`src/rtl/tdm_demux.sv`:
```
// Time-division demultiplexer: splits a round-robin interleaved serial stream into NCH words.
// Define TDM_DEMUX_PARITY_EN to add a trailing even-parity frame per word and a parity_err output.
module tdm_demux #(
  parameter  int NCH   = 4,
  parameter  int WIDTH = 8,
  localparam int SELW  = $clog2(NCH)
) (
  input  logic                 clk,
  input  logic                 rst_n,
  input  logic                 in,
  input  logic                 in_valid,
  input  logic                 frame_sync,
  output logic [NCH*WIDTH-1:0] out_data,
  output logic [NCH-1:0]       out_valid,
  output logic [SELW-1:0]      sel,
  output logic                 locked,
  output logic                 sync_err
`ifdef TDM_DEMUX_PARITY_EN
  ,
  output logic [NCH-1:0]       parity_err
`endif
);

`ifdef TDM_DEMUX_PARITY_EN
  localparam int FRAMES = WIDTH + 1;
`else
  localparam int FRAMES = WIDTH;
`endif
  localparam int BCW = $clog2(FRAMES);

  typedef enum logic {HUNT, LOCK} state_t;

  state_t              r_state;
  state_t              w_state_next;
  logic [SELW-1:0]     r_sel;
  logic [BCW-1:0]      r_bitcnt;
  logic [FRAMES-1:0]   r_shift [NCH];
  logic [WIDTH-1:0]    r_data  [NCH];
  logic [NCH-1:0]      r_out_valid;
  logic                r_sync_err;
`ifdef TDM_DEMUX_PARITY_EN
  logic [NCH-1:0]      r_parity_err;
`endif

  logic                w_sync_seen;
  logic                w_misplaced;
  logic                w_restart;
  logic                w_shift_now;
  logic                w_last;
  logic [FRAMES-1:0]   w_word;

  assign w_sync_seen = in_valid && frame_sync;
  assign w_misplaced = (r_state == LOCK) && w_sync_seen &&
                       ((r_sel != '0) || (r_bitcnt != '0));
  assign w_restart   = ((r_state == HUNT) && w_sync_seen) || w_misplaced;
  assign w_shift_now = (r_state == LOCK) && in_valid && !w_misplaced;
  assign w_last      = (r_bitcnt == BCW'(FRAMES - 1));
  assign w_word      = {r_shift[r_sel][FRAMES-2:0], in};

  always_ff @(posedge clk or negedge rst_n) begin
    if (!rst_n) r_state <= HUNT;
    else        r_state <= w_state_next;
  end

  always_comb begin
    w_state_next = r_state;
    case (r_state)
      HUNT:    if (w_sync_seen) w_state_next = LOCK;
      LOCK:    w_state_next = LOCK;
      default: w_state_next = HUNT;
    endcase
  end

  // A restart (first sync or misplaced sync) drops every partial word and seeds channel 0.
  always_ff @(posedge clk or negedge rst_n) begin
    if (!rst_n) begin
      r_sel       <= '0;
      r_bitcnt    <= '0;
      r_out_valid <= '0;
      r_sync_err  <= 1'b0;
      for (int k = 0; k < NCH; k++) begin
        r_shift[k] <= '0;
        r_data[k]  <= '0;
      end
`ifdef TDM_DEMUX_PARITY_EN
      r_parity_err <= '0;
`endif
    end else begin
      r_out_valid <= '0;
      r_sync_err  <= 1'b0;
`ifdef TDM_DEMUX_PARITY_EN
      r_parity_err <= '0;
`endif
      if (w_restart) begin
        for (int k = 0; k < NCH; k++) r_shift[k] <= '0;
        r_shift[0] <= {{(FRAMES-1){1'b0}}, in};
        r_sel      <= SELW'(1);
        r_bitcnt   <= '0;
        r_sync_err <= w_misplaced;
      end else if (w_shift_now) begin
        r_shift[r_sel] <= w_word;
        r_sel          <= r_sel + 1'b1;
        if (r_sel == SELW'(NCH - 1))
          r_bitcnt <= w_last ? '0 : r_bitcnt + 1'b1;
        if (w_last) begin
          r_data[r_sel]      <= w_word[FRAMES-1 -: WIDTH];
          r_out_valid[r_sel] <= 1'b1;
`ifdef TDM_DEMUX_PARITY_EN
          r_parity_err[r_sel] <= ^w_word;
`endif
        end
      end
    end
  end

  for (genvar k = 0; k < NCH; k++) begin : g_out
    assign out_data[k*WIDTH +: WIDTH] = r_data[k];
  end

  assign out_valid = r_out_valid;
  assign sel       = r_sel;
  assign locked    = (r_state == LOCK);
  assign sync_err  = r_sync_err;
`ifdef TDM_DEMUX_PARITY_EN
  assign parity_err = r_parity_err;
`endif

endmodule
```
`config.mk`:
```
export PLATFORM = sky130hd
export DESIGN_NAME = tdm_demux
export DESIGN_NICKNAME = d
export VERILOG_FILES = /design/src/rtl/tdm_demux.sv
export SDC_FILE = /design/constraint.sdc
export NUM_CORES = 1
export LEC_CHECK = 0
export CAP_MARGIN = 20
export CORE_MARGIN = 2
export CORE_UTILIZATION = 60
export CTS_BUF_LIST = sky130_fd_sc_hd__clkbuf_16
export CTS_CLUSTER_DIAMETER = 30
export CTS_CLUSTER_SIZE = 20
export DETAILED_ROUTE_END_ITERATION = 8
export DONT_BUFFER_PORTS = 1
export PLACE_DENSITY_LB_ADDON = 0.3
export SETUP_SLACK_MARGIN = 0.1
export SLEW_MARGIN = 30
export SYNTH_ARGS = -nofsm -noshare
export SYNTH_HDL_FRONTEND = slang
export SYNTH_SLANG_ARGS = --single-unit
```
`constraint.sdc`:
```
create_clock -name clk -period 2.4 [get_ports clk]
set_input_delay 0.48 -clock clk [delete_from_list [all_inputs] [get_ports clk]]
set_output_delay 0.48 -clock clk [all_outputs]
set_load 0.005 [all_outputs]
```
* Word level (Yosys, flattened, before mapping)
Index checks and enable logic that the tools add are counted.
** Storage, ports and cells
- Memories :: 0
- Word-level logic and storage cells :: 64
- Memory bits (read-only) :: 0
- Bits in registers :: 75
- Latch bits :: 0
- Bits in writable memories :: 0
** Operators by class
- Equal/unequal tests :: 2
- Bitwise logic cells :: 3
- Order comparisons :: 4
- Reductions and logical operators :: 17
- Divide/modulo/power cells :: 0
- Shift operators :: 0
- Add/sub/neg operators :: 2
- Multiplexer cells :: 23
- $mul :: 0
** Operators with widths (number)
- bitwise mux 32 bit :: 2
- two-way mux 32 bit :: 2
- binary-select mux 8 bit (select 2 bit) :: 1
- demux 8 bit (select 2 bit) :: 1
- two-way mux 7 bit :: 2
- two-way mux 3 bit :: 4
- two-way mux 4 bit :: 3
- logical AND 1 bit :: 8
- two-way mux 8 bit :: 1
- nonzero test 2 bit :: 3
- two-way mux 2 bit :: 2
- adder 3 x 1 -> 3 bit, second input constant :: 1
- == test 3 bit, second input constant :: 1
- >= comparator 3 bit, second input constant :: 1
- less-than comparator 2 x 3 -> 1 bit, second input constant :: 1
- less-than comparator 3 x 1 -> 1 bit, second input constant :: 1
- two-way mux 1 bit :: 3
- inverter 2 -> 3 bit :: 1
- AND reduction 3 bit :: 1
- nonzero test 3 bit :: 1
- adder 2 x 1 -> 2 bit, second input constant :: 1
- demux 1 bit (select 2 bit) :: 1
- == test 2 bit, second input constant :: 1
- >= comparator 2 x 1 -> 1 bit, second input constant :: 1
- 5 further kinds :: 7

* Longest topological paths before layout
- Depth after elaboration :: 8
- Gate-level depth with buffers :: 7

* Worst setup path before layout
No wires, ideal clock.
- Kind :: register -> register
- From :: register r_sel[0], in the netlist sel[0]
- To :: register r_data (netlist bit out_data[1])
- Library setup time :: 0.125 ns
- Stages on the path, launching flop included :: 7
- Path slack :: 0.327 ns
- Clock period less this slack :: 2.073 ns
- Arrival time :: 1.948 ns
- Cells stage by stage :: dfrtp_1 buf_2 inv_1 ha_1 nand3b_4 a211oi_4 mux2_2
** Between the ends
- Cells in the longest elaborated chain, start to end :: 6
- Elaborated cells on any way between the ends :: 18
- Those cells by class :: order compare: 2; mux: 6; bitwise: 2; reduce/logical: 8
** Ends and longest elaborated chain
- from (decl) :: line 35 : logic [SELW-1:0] r_sel;
- from (signal assigned) :: line 102 : r_sel <= r_sel + 1'b1;
- inverter 2 -> 3 bit (implied by the code) or nonzero test 2 bit (tied branches) :: line 58, 106, 54
- >= comparator 3 bit (implied by the code), or another cell as far along :: line 106 : r_data[r_sel] <= w_word[FRAMES-1 -: WIDTH];
- logical AND 1 bit, on equally long branches :: line 106, 53
- two-way mux 8 bit (implied by the code), or another cell as far along :: line 106
- demux 8 bit (select 2 bit), or another cell as far along :: line 106
- bitwise mux 32 bit or AND reduction 3 bit (tied branches)
- to (signal, indexed assignment) :: line 106
- to (decl) :: line 38 : logic [WIDTH-1:0] r_data [NCH];
Parallel ways exist; a longest one is shown, timed or not. The select of a mux whose other input is x is not followed.
A chain may end at the register's enable or synchronous reset.

* Worst setup path in the final report
- From :: register r_sel[0], in the netlist sel[0]
- To :: register r_data (netlist bit out_data[21])
Same word-level chain as after synthesis.

==> results_dict.tcl <==
set metrics [dict create \
    grt_remaining_overflow 0 \
    syn_nets 210 \
    grt_use_total_pct 25.8 \
    grt_max_degree 72 \
    swShare_pct 30.1 \
    layout-drive-gt1-share_pct 33.0 \
    via_count 1747 \
    synth.avg_cell_area_sq_um 15.3 \
    path_clk_slew_ns 0.06 \
    postRouteAntennaNets 0 \
    p_switching_mw 1.10 \
    slew_violations 0 \
    p_leak_nw 1.67 \
    die_area_sq_um 5630 \
    core_area_sq_um 4790 \
    rsz0062_at_grt "no" \
    h-tree-depth 3 \
    clock_path_buffers 2 \
    cp-start-kind "flop" \
    dr.first_iter.drc_count 160 \
    root_buffer "clkbuf_16" \
    combPwrFrac_pct 21.6 \
    nets 219 \
    use_met1_pct 35.0 \
    fin_crit_ns 2.17 \
    num_rows 25 \
    regToRegEndpoint "out_data[21]" \
    grt-busiest-layer "met2" \
    r2r-start "sel[0]" \
    antenna_found_initial 0 \
    setup_ws_ns 0.229 \
    die_h_um 75.0 \
    cp_max_fo 9 \
    synthesis.area_sq_um 3030 \
    irDropWorstVdd_mv 0.728 \
    grt_pass1_vias 1843 \
    rrSetupSlack_ns 0.23 \
    synth_top_area_share_pct 58.7 \
    slowest_stage "a211oi_4" \
    io_buffers 0 \
    io_pins 45 \
    r2r_cells 5 \
    final-setup-viol-count 0 \
    worstMarginPinSlew_ns 0.636 \
    period_share_pct 90.5 \
    endpoint_kind "flop" \
    status "finished clean" \
    gp_congestion 0.837 \
    regArea_sq_um 1780 \
    dr.pass1.iters 4 \
    syn_to_final_growth_pct 14.2 \
    layout_common_cells "71 x dfrtp_1, 32 x mux2_2, 24 x a22o_1, 9 x clkbuf_16" \
    pre_cts_ws_ns 0.274 \
    fin_tns_setup_ns 0 \
    synth_seq_area_share_pct 58.7 \
    clkPwrFrac_pct 40.0 \
    clk_latency_ns 0.33 \
    fill_cells 292 \
    maxCapViolations 0 \
    synth_cell_types 32 \
    finalHoldViolations 0 \
    die_w_um 75.0 \
    required_ns 2.62 \
    layout_commonest_cell "dfrtp_1" \
    post_drt_wl_per_cell_um 22.2 \
    crit_type "flop to flop" \
    critPathLaunch "sel[0]" \
    critical_path_buf_inv_count 1 \
    synth_area_leaders "dfrtp_1 59%, mux2_2 12%, a22o_1 6.9%" \
    viasPerCell 6.26 \
    finClkSkew_ns 0.00717 \
    p_int_mw 2.55 \
    p_total_mw 3.65 \
    drc 0 \
    hp-class "input pin to asynchronous set/reset pin" \
    post_synth_inst_count 198 \
    pwr-share-seq_pct 38.4 \
    cts_buffers 9 \
    yosysTopAreaCell "dfrtp_1" \
    dpl.hpwl_um 4140 \
    clock-sinks 71 \
    grtUsageMet3_pct 9.37 \
    wl_um 6190 \
    cp_top_family "compound AO/OA/AOI/OAI gates" \
    maxSlewHeadroom_pct 57.4 \
    critPathArrivalTime_ns 2.39 \
    grt_first_pass_wirelength_um 10100 \
    power.density_nw_per_um2 1060 \
    multiInputGateArea_sq_um 1200 \
    synth_seq_cells 71 \
    use_met2_pct 37.2 \
    cts_tree "done" \
    start_util_pct 63.2 \
    diodes 0 \
    ys.warnings.count 0 \
    critPathMaxStageDelay_ns 0.63 \
    worstPathCellList "inv_1 -> ha_1 -> nand3b_4 -> a211oi_4 -> mux2_2" \
    max_freq_mhz 461 \
]
==> Yosys cell counts, drive strengths merged <==
cell     n
o21ai    1
mux4     7
clkbuf   2
a21boi   4
inv      4
a21oi    6
dfrtp   71
o211ai   3
a22o    24
or2      1
a211oi   4
xnor2    1
mux2i    5
nand2    7
or3      1
and3     1
ha       7
and2     2
nand3b   1
o211a    1
nand4b   1
nand2b   1
mux2    33
buf      4
or3b     1
nor2     5
==> cell families (layout without fill, tap and decap cells) <==
logic type                 after synthesis  count (layout)  share of synthesized area [%]
and+or+nand+nor                         21              21                           4.26
adders and majority gates                7               7                           2.89
AOI/OAI and AO/OA                       43              43                           13.1
DFF                                     71              71                           58.7
muxes                                   45              45                           19.1
xor gates and xnor gates                 1               1                          0.289
buffers and inverters                   10              24                           1.61
==> cell type report <==
type / count / share of cell area, %
inverter: 4 / 0.434
multi-input combinational: 117 / 34.7
tap: 67 / 2.42
clock inverter: 7 / 3.04
clock buffer: 9 / 6.51
timing repair buffer: 4 / 1.45
sequential: 71 / 51.4
==> registers in the layout, summed over array words and instances, names as in the netlist <==
name	count
sync_err	1
out_valid	4
r_bitcnt	3
locked	1
out_data	32
r_shift	28
sel	2
==> power groups by stage <==
stage,Combinational [mW],Clock (mW),Sequential [mW]
final,0.788,1.46,1.40
after global routing,0.861,1.53,1.41
after CTS,0.786,1.47,1.40
after detailed placement,0.756,0,1.42
after global placement,0.710,0,1.41
after floorplan,0.577,0,1.40
==> what timing repair did <==
item,in CTS,in global routing
buffers inserted,0,0
endpoints found under the hold margin,71,0
hold buffers,1,0
gates resized for setup,0,0
==> worst max-delay path by stage <==
stage	to	slack, ns	depth (start not counted)
3_3_place_gp	out_data[11]	0.38	5
3_5_place_dp	out_data[9]	0.27	5
6_report	out_data[21]	0.23	5
4_1_cts	out_data[21]	0.25	5
2_1_floorplan	out_data[1]	0.33	6
5_1_grt	out_data[17]	0.13	5
==> per-layer routing <==
metal	part of all wire [%]	vias up
met4	1.6	0
met1	42	916
met5	0	-
met2	49	67
li1	-	755
met3	7.8	9
==> worst reg2reg max path, stage by stage (launching register included) <==
cell and delay [ns]:
dfrtp_1 0.38, inv_1 0.12, ha_1 0.31, nand3b_4 0.20
a211oi_4 0.63, mux2_2 0.41
==> through the flow <==
step,instance area (sq um),util [%],hold slack (ns),std cells
final,3460,72.2,0.0275,279
after global routing,3460,72.2,0.0474,279
after CTS,3460,72.2,0.0387,279
after detailed placement,3100,64.8,0.186,262
after global placement,3100,64.8,0.186,262
after floorplan,3030,-,0.184,198
(Power assumes the default switching activity.)
